==> config.mk <==
export PLATFORM = sky130hd
export DESIGN_NAME = com_image_loader
export DESIGN_NICKNAME = d
export VERILOG_FILES = /design/src/rtl/com_image_loader_pkg.sv /design/src/rtl/com_image_loader.sv
export SDC_FILE = /design/constraint.sdc
export NUM_CORES = 1
export LEC_CHECK = 0
export BUFFER_PORTS_ARGS = -buffer_cell sky130_fd_sc_hd__buf_4
export CAP_MARGIN = 20
export CORE_ASPECT_RATIO = 0.5
export CORE_MARGIN = 2
export CORE_UTILIZATION = 45
export DETAILED_ROUTE_END_ITERATION = 16
export PLACE_DENSITY_LB_ADDON = 0.12
export SYNTH_ARGS = -nofsm -noshare
export SYNTH_HDL_FRONTEND = slang
export SYNTH_SLANG_ARGS = --single-unit
==> constraint.sdc <==
create_clock -name clk -period 2.7 [get_ports clk]
set_input_delay 0.27 -clock clk [delete_from_list [all_inputs] [get_ports clk]]
set_output_delay 0.27 -clock clk [all_outputs]
set_load 0.02 [all_outputs]
==> src/rtl/com_image_loader_pkg.sv <==
// Shared definitions for the UART image loader: sync bytes, FSM states and
// the physical address type used for memory byte writes.
package com_image_loader_pkg;

  localparam logic [7:0] SYNC0_BYTE = 8'h11;
  localparam logic [7:0] SYNC1_BYTE = 8'h55;
  localparam int         ADDR_W     = 20;

  typedef logic [ADDR_W-1:0] phys_addr_t;

  typedef enum logic [2:0] {
    SYNC0  = 3'd0,
    SYNC1  = 3'd1,
    LEN_HI = 3'd2,
    LEN_LO = 3'd3,
    DATA   = 3'd4,
    FIN    = 3'd5
  } state_t;

endpackage

==> src/rtl/com_image_loader.sv <==
// Parses 0x11 0x55 LEN16 framed images from a byte stream and turns each data
// byte into a single-outstanding memory byte write at BASE_ADDR + index.
module com_image_loader
  import com_image_loader_pkg::*;
#(
  parameter phys_addr_t BASE_ADDR      = 20'h10100,
  parameter int         TIMEOUT_CYCLES = 1_000_000
) (
  input  logic        clk,
  input  logic        reset,
  input  logic        s_axis_rx_tvalid,
  output logic        s_axis_rx_tready,
  input  logic [7:0]  s_axis_rx_tdata,
  output logic        m_axis_wr_tvalid,
  input  logic        m_axis_wr_tready,
  output logic [19:0] m_axis_wr_taddr,
  output logic [7:0]  m_axis_wr_tdata,
  output logic        busy,
  output logic        done,
  output logic        err,
  output logic [15:0] img_len,
  output logic [7:0]  img_sum
);

  localparam int                IDLE_W    = $clog2(TIMEOUT_CYCLES + 1);
  localparam logic [IDLE_W-1:0] IDLE_LAST = IDLE_W'(TIMEOUT_CYCLES - 1);

  state_t            state_r, state_nx;
  logic [7:0]        len_hi_r;
  logic [15:0]       img_len_r;
  logic [7:0]        img_sum_r;
  logic [15:0]       idx_r;
  logic [IDLE_W-1:0] idle_r;
  logic              wr_valid_r;
  phys_addr_t        wr_addr_r;
  logic [7:0]        wr_data_r;
  logic              busy_r, done_r, err_r;

  logic        rx_fire_s, data_fire_s, last_byte_s;
  logic        idle_run_s, timeout_s, finish_s;
  logic [15:0] len_s;

  assign s_axis_rx_tready = (state_r != DATA) || !wr_valid_r || m_axis_wr_tready;
  assign rx_fire_s        = s_axis_rx_tvalid && s_axis_rx_tready;
  assign data_fire_s      = rx_fire_s && (state_r == DATA);
  assign len_s            = {len_hi_r, s_axis_rx_tdata};
  assign last_byte_s      = (idx_r == (img_len_r - 16'd1));
  // A write stalled by the memory side is not an idle input, so it holds the counter at zero.
  assign idle_run_s = (state_r == LEN_HI) || (state_r == LEN_LO) ||
                      ((state_r == DATA) && (!wr_valid_r || m_axis_wr_tready));
  assign timeout_s  = idle_run_s && !rx_fire_s && (idle_r == IDLE_LAST);

  // Next-state decode for the frame parser.
  always_comb begin
    state_nx = state_r;
    finish_s = 1'b0;
    case (state_r)
      SYNC0: begin
        if (rx_fire_s && (s_axis_rx_tdata == SYNC0_BYTE)) state_nx = SYNC1;
        else                                              state_nx = SYNC0;
      end
      SYNC1: begin
        if (!rx_fire_s)                              state_nx = SYNC1;
        else if (s_axis_rx_tdata == SYNC1_BYTE)      state_nx = LEN_HI;
        else if (s_axis_rx_tdata == SYNC0_BYTE)      state_nx = SYNC1;
        else                                         state_nx = SYNC0;
      end
      LEN_HI: begin
        if (timeout_s)      state_nx = SYNC0;
        else if (rx_fire_s) state_nx = LEN_LO;
        else                state_nx = LEN_HI;
      end
      LEN_LO: begin
        if (timeout_s)      state_nx = SYNC0;
        else if (rx_fire_s) state_nx = (len_s == 16'd0) ? FIN : DATA;
        else                state_nx = LEN_LO;
      end
      DATA: begin
        if (timeout_s)                       state_nx = SYNC0;
        else if (data_fire_s && last_byte_s) state_nx = FIN;
        else                                 state_nx = DATA;
      end
      FIN: begin
        if (!wr_valid_r || m_axis_wr_tready) begin
          finish_s = 1'b1;
          state_nx = SYNC0;
        end else begin
          state_nx = FIN;
        end
      end
      default: state_nx = SYNC0;
    endcase
  end

  // FSM state register.
  always_ff @(posedge clk) begin
    if (reset) state_r <= SYNC0;
    else       state_r <= state_nx;
  end

  // Header capture, write register, checksum, idle counter and status pulses.
  always_ff @(posedge clk) begin
    if (reset) begin
      len_hi_r   <= 8'd0;
      img_len_r  <= 16'd0;
      img_sum_r  <= 8'd0;
      idx_r      <= 16'd0;
      idle_r     <= '0;
      wr_valid_r <= 1'b0;
      wr_addr_r  <= '0;
      wr_data_r  <= 8'd0;
      busy_r     <= 1'b0;
      done_r     <= 1'b0;
      err_r      <= 1'b0;
    end else begin
      done_r <= finish_s;
      err_r  <= timeout_s;

      if ((state_r == SYNC1) && rx_fire_s && (s_axis_rx_tdata == SYNC1_BYTE)) busy_r <= 1'b1;
      else if (finish_s || timeout_s)                                         busy_r <= 1'b0;

      if (!idle_run_s || rx_fire_s || timeout_s) idle_r <= '0;
      else                                       idle_r <= idle_r + 1'b1;

      if ((state_r == LEN_HI) && rx_fire_s) len_hi_r <= s_axis_rx_tdata;

      if ((state_r == LEN_LO) && rx_fire_s) begin
        img_len_r <= len_s;
        img_sum_r <= 8'd0;
        idx_r     <= 16'd0;
      end

      // A pending write may retire in the same cycle a new byte replaces it.
      if (data_fire_s) begin
        wr_valid_r <= 1'b1;
        wr_addr_r  <= BASE_ADDR + phys_addr_t'(idx_r);
        wr_data_r  <= s_axis_rx_tdata;
        img_sum_r  <= img_sum_r + s_axis_rx_tdata;
        idx_r      <= idx_r + 16'd1;
      end else if (m_axis_wr_tready) begin
        wr_valid_r <= 1'b0;
      end
    end
  end

  assign m_axis_wr_tvalid = wr_valid_r;
  assign m_axis_wr_taddr  = wr_addr_r;
  assign m_axis_wr_tdata  = wr_data_r;
  assign busy             = busy_r;
  assign done             = done_r;
  assign err              = err_r;
  assign img_len          = img_len_r;
  assign img_sum          = img_sum_r;

endmodule
Word level (Yosys, flattened, before mapping)
Index checks and enable logic that the tools add are counted.
- input bits: 12
- flip-flop bits (word level): 103
- reduce and logical (&&, ||, !) cells: 28
- equality and inequality tests: 10
- muxes and demuxes: 23
- $add $sub $neg: 5
- operator list (kind ; count):
    16-bit 2-to-1 mux ; 2
    20-bit by 1-bit adder with 20-bit output, second input constant ; 1
    20-bit == test, second input constant ; 1
    17-bit by 16-bit adder with 18-bit output, first input constant ; 1
    3-bit case mux with 6 select lines ; 1
    16-bit by 1-bit adder with 16-bit output, second input constant ; 1
    16-bit == test ; 1
    16-bit logical NOT ; 1
    8-bit 2-to-1 mux ; 2
    16-bit by 1-bit subtractor with 16-bit output, second input constant ; 1
    3-bit 2-to-1 mux ; 4
    1-bit logical AND ; 11
    1-bit 2-to-1 mux ; 11
    8-bit adder ; 1
    8-bit by 5-bit == test with 1-bit output, second input constant ; 1
    8-bit by 7-bit == test with 1-bit output, second input constant ; 1
    1-bit logical OR ; 8
    3-bit by 2-bit == test with 1-bit output, second input constant ; 2
    3-bit == test, second input constant ; 2
    2-bit 2-to-1 mux ; 3
    2-bit nonzero test ; 3
    3-bit by 1-bit == test with 1-bit output, second input constant ; 1
    1-bit logical NOT ; 3
    3-bit logical NOT ; 1
    other kinds (2) ; 2

Depth between registers and ports, before layout
Gate-level depths: netlist (run 1).
- depth in word-level cells: 10
- mapped depth: 9
- gate-level depth less buffers: 8

Least setup slack after synthesis (run 1)
OpenSTA, ideal clock, no wires.
- path type: register to register
- from: register img_len_r[0] (netlist: img_len[0])
- to: register state_r[0]
- data arrival time: 2.040 ns
- required time: 2.604 ns
- library setup time: 0.096 ns
- cell stages (with the launch flop): 10
- period minus slack after synthesis: 2.136 ns
- setup slack: 0.564 ns
- path through: dfxtp_1 inv_1 ha_1 clkbuf_1 and2b_1 or3_1 a31oi_1 and4_1 o2111ai_1 o41ai_2
- cells in the longest elaborated chain, start to end: 6
- RTL lines (element ; line ; RTL):
    from (decl) ; com_image_loader.sv:30 ; logic [15:0] img_len_r;
    from (signal assigned) ; com_image_loader.sv:128 ; img_len_r <= len_s;
    16-bit by 1-bit subtractor with 16-bit output ; com_image_loader.sv:47 ; assign last_byte_s = (idx_r == (img_len_r - 16'd1));
    16-bit == test ; com_image_loader.sv:47 ;
    1-bit logical AND ; com_image_loader.sv:80 ; else if (data_fire_s && last_byte_s) state_nx = FIN;
    1-bit 2-to-1 mux ; com_image_loader.sv:80 ;
    3-bit 2-to-1 mux ; com_image_loader.sv:79 ; if (timeout_s) state_nx = SYNC0;
    3-bit case mux with 6 select lines ; com_image_loader.sv:57 ; case (state_r)
    to (signal assigned) ; com_image_loader.sv:98 ; else state_r <= state_nx;
    to (decl) ; com_image_loader.sv:28 ; state_t state_r, state_nx;
Every way passes these cells.
A chain may end at the register's enable or synchronous reset.

Final worst setup path (run 1)
- from: register img_len_r[2] (netlist: img_len[2])
- to: register state_r[0]
The elaborated chain is that of the path after synthesis.

==> results of run 1 <==
-- layer usage --
layer	routed length, um	vias up	global-route usage [%]
met1	6100	2030	28.3
met3	602	17	6.07
met5	0	-	0
met4	141	0	5.93
met2	5280	68	31.7
li1	-	2277	-
-- power groups by stage --
stage / logic [mW] / registers (mW) / clock network (mW)
after floorplan: 0.0459 / 1.52 / 0
after global placement: 0.0783 / 1.53 / 0
after detailed placement: 0.0783 / 1.53 / 0
after CTS: 0.0786 / 1.49 / 1.27
after global routing: 0.0869 / 1.49 / 1.33
final: 0.0788 / 1.49 / 1.24
-- worst min-delay path by stage --
stage / startpoint / end / slack, ns
finish: s_axis_rx_tdata[6] / len_hi_r[6] / 0.22
CTS: s_axis_rx_tdata[6] / len_hi_r[6] / 0.21
detailed placement: m_axis_wr_tdata[0] / m_axis_wr_tdata[0] / 0.45
floorplan: s_axis_rx_tdata[0] / len_hi_r[0] / 0.41
global placement: m_axis_wr_tdata[3] / m_axis_wr_tdata[3] / 0.44
global route: s_axis_rx_tdata[6] / len_hi_r[6] / 0.21
-- layout by cell type (no fill, tap or decap), types with 3 or more instances in the layout --
| cell type | n |
|---|---|
| sky130_fd_sc_hd__and3_1 | 8 |
| sky130_fd_sc_hd__o31ai_1 | 3 |
| sky130_fd_sc_hd__nand3_1 | 31 |
| sky130_fd_sc_hd__dfxtp_1 | 101 |
| sky130_fd_sc_hd__a21oi_1 | 75 |
| sky130_fd_sc_hd__a31oi_1 | 6 |
| sky130_fd_sc_hd__a311oi_1 | 5 |
| sky130_fd_sc_hd__nand2_1 | 119 |
| sky130_fd_sc_hd__nand2b_1 | 4 |
| sky130_fd_sc_hd__o21ai_0 | 12 |
| sky130_fd_sc_hd__clkbuf_16 | 9 |
| sky130_fd_sc_hd__a21o_1 | 4 |
| sky130_fd_sc_hd__xnor2_1 | 23 |
| sky130_fd_sc_hd__ha_1 | 11 |
| sky130_fd_sc_hd__xor2_1 | 26 |
| sky130_fd_sc_hd__or3_1 | 9 |
| sky130_fd_sc_hd__nand3b_1 | 3 |
| sky130_fd_sc_hd__nor3_1 | 15 |
| sky130_fd_sc_hd__nor4_1 | 6 |
| sky130_fd_sc_hd__nor2_1 | 59 |
| sky130_fd_sc_hd__nor2b_1 | 5 |
| sky130_fd_sc_hd__o211ai_1 | 4 |
| sky130_fd_sc_hd__inv_1 | 9 |
| sky130_fd_sc_hd__mux2i_1 | 4 |
| sky130_fd_sc_hd__nand4_1 | 12 |
| sky130_fd_sc_hd__a211oi_1 | 8 |
| sky130_fd_sc_hd__buf_4 | 75 |
-- kinds of logic after synthesis --
kind of cell / count (synthesis) / synth area share, %
multiplexers: 5 / 1.03
XOR/XNOR: 49 / 8.66
adder cells (fa/ha/maj): 12 / 3.18
other: 1 / 0.0756
flip-flops: 101 / 40.8
buffers and inverters: 48 / 3.86
AND/OR/NAND/NOR: 288 / 27.2
AO/OA/AOI/OAI: 127 / 15.2
-- sequential cells by signal (all words and copies together), names as in the netlist --
register	cells
idle_r	20
m_axis_wr_taddr	18
idx_r	16
img_len	16
img_sum	8
len_hi_r	8
m_axis_wr_tdata	8
state_r	3
busy	1
done	1
err	1
m_axis_wr_tvalid	1
-- per-stage QoR --
step / setup slack (ns) / instance area (sq um)
floorplan: 0.564 / 4960
global placement: 0.609 / 5550
detailed placement: 0.565 / 5550
CTS: 0.559 / 5830
global route: 0.411 / 5830
finish: 0.567 / 5830
-- worst register-to-register path, delay by kind of cell, from the launching register on --
kind,cells,cell delay [ns]
AO/OA/AOI/OAI,3,0.54
AND/OR/NAND/NOR,2,0.94
flip-flops,1,0.38
XOR/XNOR,1,0.18
-- synth_stat cells (8+ instances only) --
cell type / n
sky130_fd_sc_hd__nor2_1: 59
sky130_fd_sc_hd__nand4_1: 12
sky130_fd_sc_hd__nand2_1: 119
sky130_fd_sc_hd__a211oi_1: 8
sky130_fd_sc_hd__a21oi_1: 75
sky130_fd_sc_hd__nor3_1: 15
sky130_fd_sc_hd__clkbuf_1: 32
sky130_fd_sc_hd__nand3_1: 31
sky130_fd_sc_hd__or3_1: 9
sky130_fd_sc_hd__dfxtp_1: 101
sky130_fd_sc_hd__o21ai_0: 12
sky130_fd_sc_hd__and3_1: 8
sky130_fd_sc_hd__inv_1: 9
sky130_fd_sc_hd__ha_1: 11
sky130_fd_sc_hd__xnor2_1: 23
sky130_fd_sc_hd__xor2_1: 26
-- layout make-up --
class                           count  area, sq um  share of cell area, %
Inverter                            9         33.8                  0.580
Clock buffer                       11          243                   4.17
Clock inverter                      5         35.0                  0.601
Multi-Input combinational cell    483         2750                   47.2
Timing Repair Buffer               75          563                   9.66
Tap cell                          145          181                   3.11
Sequential cell                   101         2020                   34.7
==> PnR_summary.wiki, run 1 <==
{| class="wikitable"
! Metric !! Value
|-
| Result of the run || completed
|-
| Die Y || 78.2 um
|-
| Final Max Slew Viols || 0
|-
| Flops & latches, synth || 101
|-
| Endpoint of the worst setup timing path || state_r[0]
|-
| Total Nets Final || 703
|-
| Relative area change from synthesis to final layout || 17.5%
|-
| Total power || 2.81 mW
|-
| Hold buffer count at cts || 0
|-
| Fin cells || 829
|-
| Biggest cell delay along the critical path || 0.59 ns
|-
| Setup repair after global routing missed its margin || false
|-
| Clock tree from TritonCTS || done
|-
| Number of remaining DRC errors || 0
|-
| Cell-internal power || 2.17 mW
|-
| Biggest fanout along the worst timing path || 9
|-
| Slowest stage cell, crit path || sky130_fd_sc_hd__or4_4
|-
| Clock power share || 44.1%
|-
| Worst hold slack || 0.218 ns
|-
| Switching power summed over all nets || 641 uW
|-
| Average vias per placed instance || 5.30
|-
| Fraction of registers with async set/reset || 0%
|-
| Warnings from Yosys || 0
|-
| Startpoint of the worst register-to-register path || img_len[2]
|-
| Placeable Area || 10,900 sq um
|-
| Maximum buffer depth of the clock tree || 2
|-
| CTS Root Buffer Type || sky130_fd_sc_hd__clkbuf_16
|-
| Transition time at the pin with the least slew margin || 0.688 ns
|-
| CP bufs+invs || 0
|-
| Switching fraction of total power || 22.8%
|-
| Worst flop-to-flop path endpoint || state_r[0]
|-
| Violation count after the first detailed-routing iteration || 348
|-
| Mean instance size in the synthesized netlist || 7.86 sq um
|-
| Utilization after layout || 53.6%
|-
| Final Hold Viols || 0
|-
| Antenna Diode Count || 0
|-
| Post-route antenna net violation count || 0
|-
| Leakage dissipation || 2.14 nW
|-
| Worst-Skew Late Latency || 0.35 ns
|-
| CTS HTree Levels || 3
|-
| Initial core utilization || 45.6%
|-
| Worst path depth || 6
|-
| Final Skew || 0.00607 ns
|-
| Number of global-route vias before repair || 3,957
|-
| FF-to-FF path depth || 6
|-
| Share of cells above drive strength 1 || 14.3%
|-
| Cell count after synthesis || 631
|-
| Total vias in the final route || 4,392
|-
| Setup_tns || 0 ns
|-
| Netlist area before placement || 4960 sq um
|-
| Cell type contributing the most total cell area after synthesis || sky130_fd_sc_hd__dfxtp_1
|-
| Synth Flop Type || sky130_fd_sc_hd__dfxtp_1
|-
| Data required time at the worst endpoint || 2.96 ns
|-
| Fmax || 469 MHz
|-
| Gate power share || 2.8%
|-
| Startpoint type of the worst setup path || flop
|-
| Portion of the post-synthesis area used by sequential elements || 40.8%
|-
| Placed wire-length estimate after detailed placement || 8450 um
|-
| Post-placement cell count || 813
|-
| Hold WC Path Type || input pin to flop
|-
| Number of synthesized flops with an enable pin || 0
|-
| Filler cell count in the final layout || 1,086
|-
| Top area cells in the synthesized netlist || sky130_fd_sc_hd__dfxtp_1, sky130_fd_sc_hd__nand2_1, sky130_fd_sc_hd__a21oi_1
|-
| CP cell instances || or4_4 -> nor4_4 -> xor2_1 -> a21oi_1 -> a2bb2oi_1 -> o41ai_2
|-
| Detailed-router iteration count before antenna repair || 5
|-
| Pin count of the biggest net entering global routing || 55
|-
| # port buffers || 66
|-
| Unique cell type count in the Yosys netlist || 53
|-
| Relative contribution of sequential cells to total power || 53.1%
|-
| Number of buffers created by CTS || 9
|-
| WHS Path Cells || 3
|-
| Per-cell routed wire length || 14.6 um
|-
| Number of endpoints failing setup at the final stage || 0
|-
| Number of I/O pins || 69
|-
| Setup CP Type || flop to flop
|-
| Final Critical Period || 2.13 ns
|-
| Reg2Reg Setup Slack || 0.57 ns
|-
| CTS-repair resized insts || 0
|-
| Global-route wire length before repair || 19,900 um
|-
| Clock slew at the register clock pins of the worst setup and hold paths || 0.07 ns
|-
| Share of the clock period used by the worst path after layout || 79.0%
|-
| DIE AREA || 11,900 sq um
|-
| # rows || 27
|-
| Number of clock sinks || 101
|-
| Max-capacitance violation count || 0
|-
| GRT Total Usage || 20.6%
|-
| Relative max-transition margin || 54.1%
|-
| Top delay family on crit path || simple AND/OR/NAND/NOR gates
|-
| Peak supply drop || 0.300 mV
|-
| Critical path arrival || 2.39 ns
|-
| Endpoint type of the worst setup path || flop
|-
| Die Width || 152 um
|-
| Area share of the largest cell type after synthesis || 40.8%
|-
| Timing startpoint of the critical path || img_len[2]
|-
| Number of antenna violations at the first check in global routing || 0
|-
| Weighted congestion at the end of routability-driven global placement || 0.847
|-
| Total wire length || 12,100 um
|-
| Number of buffers inserted to repair setup after CTS || 0
|-
| Grt ovf || 0
|-
| Power density cells || 482 nW/um^2
|}
No activity file was read; power rests on OpenSTA's default activity.
==> run 2: changes to the inputs <==
==> constraint.sdc (replaced) <==
create_clock -name clk -period 2 [get_ports clk]
set_input_delay 0.2 -clock clk [delete_from_list [all_inputs] [get_ports clk]]
set_output_delay 0.2 -clock clk [all_outputs]
set_load 0.02 [all_outputs]
==> run 2 against run 1 <==
  * Worst setup slack got worse by 0.53 ns
  * Non-clock buffer count rose by 36
  * Maximum frequency rose by 8.9%
  * Clock skew fell by 0.00093 ns
  * Final cell count rose by 4.2%
  * Combinational power rose by 47%
  * Critical path depth did not move
  * Die area did not move
  * Sequential power rose by 35%
  * Utilization rose by 3.9 points
==> PnR_summary.wiki, run 2 (same netlist as run 1, synthesis figures left out) <==
{| class="wikitable"
! Metric !! Value
|-
| Cell-internal power || 3.08 mW (+42%)
|-
| Data required time at the worst endpoint || 2.24 ns (-0.72 ns)
|-
| Setup repair after global routing missed its margin || true
|-
| Critical path arrival || 2.20 ns (-0.19 ns)
|-
| Post-route antenna net violation count || 0 (unchanged)
|-
| Number of endpoints failing setup at the final stage || 0 (unchanged)
|-
| Switching fraction of total power || 20.9% (-1.9 points)
|-
| Commonest cells after routing, fill and taps aside || sky130_fd_sc_hd__nand2_1, sky130_fd_sc_hd__buf_4, sky130_fd_sc_hd__dfxtp_1
|-
| Worst slack, placed || 0.0392 ns (-0.526 ns)
|-
| Largest Register || idle_r
|-
| Number of remaining DRC errors || 0 (unchanged)
|-
| Detailed-router iteration count before antenna repair || 5 (unchanged)
|-
| Setup CP Type || flop to flop
|-
| Number of I/O pins || 69 (unchanged)
|-
| Total Nets Final || 739 (+5.1%)
|-
| Commonest non-fill, non-tap cell in the layout || sky130_fd_sc_hd__nand2_1
|-
| CTS Root Buffer Type || sky130_fd_sc_hd__clkbuf_16
|-
| Total vias in the final route || 4,634 (+5.5%)
|-
| Violation count after the first detailed-routing iteration || 234 (-33%)
|-
| Leakage dissipation || 2.36 nW (+10%)
|-
| Endpoint type of the worst setup path || flop
|-
| Total wire length || 12,600 um (+3.7%)
|-
| Worst hold slack || 0.162 ns (-0.0564 ns)
|-
| Share of cells above drive strength 1 || 21.6% (+7.2 points)
|-
| Biggest fanout along the worst timing path || 7 (-2)
|-
| WHS Path Cells || 3 (unchanged)
|-
| # port buffers || 66 (unchanged)
|-
| Max-capacitance violation count || 0 (unchanged)
|-
| Maximum buffer depth of the clock tree || 2 (unchanged)
|-
| Relative area change from synthesis to final layout || 26.1%
|-
| Weighted congestion at the end of routability-driven global placement || 0.859 (+1.4%)
|-
| Utilization after layout || 57.5% (+3.9 points)
|-
| Hold WC Path Type || input pin to flop
|-
| Average vias per placed instance || 5.36 (+1.2%)
|-
| Largest register FFs || 20 (unchanged)
|-
| Pin count of the biggest net entering global routing || 41 (-25%)
|-
| Placed wire-length estimate after detailed placement || 8810 um (+4.3%)
|-
| CTS HTree Levels || 3 (unchanged)
|-
| Hold buffer count at cts || 0 (unchanged)
|-
| Gate power share || 3.0% (+0.2 points)
|-
| GRT Total Usage || 21.3% (+0.68 points)
|-
| Placeable Area || 10,900 sq um (unchanged)
|-
| Clock tree from TritonCTS || done
|-
| Final Hold Viols || 0 (unchanged)
|-
| Peak supply drop || 0.418 mV (+39%)
|-
| Die Width || 152 um (unchanged)
|-
| Clock power share || 45.4% (+1.3 points)
|-
| Fin cells || 864 (+4.2%)
|-
| Clock slew at the register clock pins of the worst setup and hold paths || 0.07 ns (about the same)
|-
| FF-to-FF path depth || 6 (unchanged)
|-
| Minimum setup slack in the final design || 0.0410 ns (-0.526 ns)
|-
| Initial core utilization || 45.6% (unchanged)
|-
| Total power || 3.89 mW (+39%)
|-
| Per-cell routed wire length || 14.6 um (-0.53%)
|-
| Number of antenna violations at the first check in global routing || 0 (unchanged)
|-
| Final Max Slew Viols || 0 (unchanged)
|-
| Result of the run || completed
|-
| Worst-Skew Late Latency || 0.34 ns (about the same)
|-
| Antenna Diode Count || 0 (unchanged)
|-
| Final Skew || 0.00514 ns (-0.000931 ns)
|-
| Post-placement cell count || 845 (+3.9%)
|-
| DIE AREA || 11,900 sq um (unchanged)
|-
| Share of the clock period used by the worst path after layout || 98.0% (+19 points)
|-
| Power density cells || 623 nW/um^2 (+29%)
|-
| Startpoint type of the worst setup path || flop
|-
| # rows || 27 (unchanged)
|-
| Grt ovf || 0 (unchanged)
|-
| Die Y || 78.2 um (unchanged)
|-
| Number of clock sinks || 101 (unchanged)
|-
| Switching power summed over all nets || 813 uW (+27%)
|-
| Final Critical Period || 1.96 ns (-0.174 ns)
|-
| Number of buffers created by CTS || 9 (unchanged)
|-
| Reg2Reg Setup Slack || 0.04 ns (-0.53 ns)
|-
| Number of global-route vias before repair || 4,227 (+6.8%)
|-
| Global-route wire length before repair || 20,700 um (+4.0%)
|-
| Fmax || 510 MHz (+8.9%)
|-
| Relative contribution of sequential cells to total power || 51.6% (-1.5 points)
|}
-- run 2: changes by cell type in the layout (fill, tap and decap cells not counted), moves of 2 or more --
cell                       previous run  this run
sky130_fd_sc_hd__buf_12               0         3
sky130_fd_sc_hd__buf_4               75       107
sky130_fd_sc_hd__clkinv_2             2         0
sky130_fd_sc_hd__dfxtp_1            101        96
sky130_fd_sc_hd__dfxtp_2              0         3
sky130_fd_sc_hd__dfxtp_4              0         2
sky130_fd_sc_hd__inv_1                9         7
sky130_fd_sc_hd__inv_2                0         2
sky130_fd_sc_hd__nor3_1              15        11
sky130_fd_sc_hd__nor3_2               0         3
sky130_fd_sc_hd__or3_1                9         7
sky130_fd_sc_hd__or3_4                0         2
-- run 2: worst paths after layout --
check	from	end
worst min register to register	m_axis_wr_taddr[6]	m_axis_wr_taddr[6]
worst max register to register	img_len[0]	state_r[0]
worst max-delay path	img_len[0]	state_r[0]
worst min-delay path	s_axis_rx_tdata[1]	img_len[1]
-- run 2: cell type report --
type / count / area (sq um)
clock buffers: 12 / 256
clock inverters: 3 / 43.8
fillers: 1051 / 4630
inverters: 9 / 33.8
multi-input cells: 483 / 2830
flip-flops and latches: 101 / 2030
well taps: 145 / 181
repair buffers: 111 / 875
-- run 2: layer usage --
layer  track usage (%)  routed length (um)  share of wire, %  vias up
met3              5.74                 720               5.7       12
met1              28.3                6030                48     2189
li1                  -                   -                 -     2355
met5                 0                   0                 0        -
met2              34.9                5700                45       78
met4              5.09                 122              0.97        0
-- run 2: critical path, cell delays in order (launching register included) --
cell and delay (ns):
sky130_fd_sc_hd__dfxtp_4 0.37, sky130_fd_sc_hd__or3_1 0.48, sky130_fd_sc_hd__nor3_4 0.24, sky130_fd_sc_hd__a21boi_1 0.18, sky130_fd_sc_hd__a211o_1 0.12, sky130_fd_sc_hd__o2111ai_2 0.11
sky130_fd_sc_hd__o41ai_2 0.35
-- run 2: what timing repair did --
action                                  in CTS  in global routing
setup buffers                                0                  4
gates resized for setup                      0                 21
endpoints found under the setup margin       0                  3
-- run 2: metrics by stage --
| stage | setup TNS (ns) | area, sq um |
|---|---|---|
| 2_1_floorplan | 0 | 4990 |
| 3_5_place_dp | 0 | 5840 |
| 4_1_cts | 0 | 6140 |
| 3_3_place_gp | 0 | 5840 |
| 6_report | 0 | 6250 |
| 5_1_grt | -0.0722 | 6250 |
-- run 2: power groups by stage --
stage | logic [mW] | clock network [mW] | registers [mW]
final | 0.116 | 1.77 | 2.01
after global routing | 0.126 | 1.90 | 2.01
after CTS | 0.115 | 1.82 | 2.01
after detailed placement | 0.115 | 0 | 2.06
after global placement | 0.115 | 0 | 2.06
after floorplan | 0.0619 | 0 | 2.06
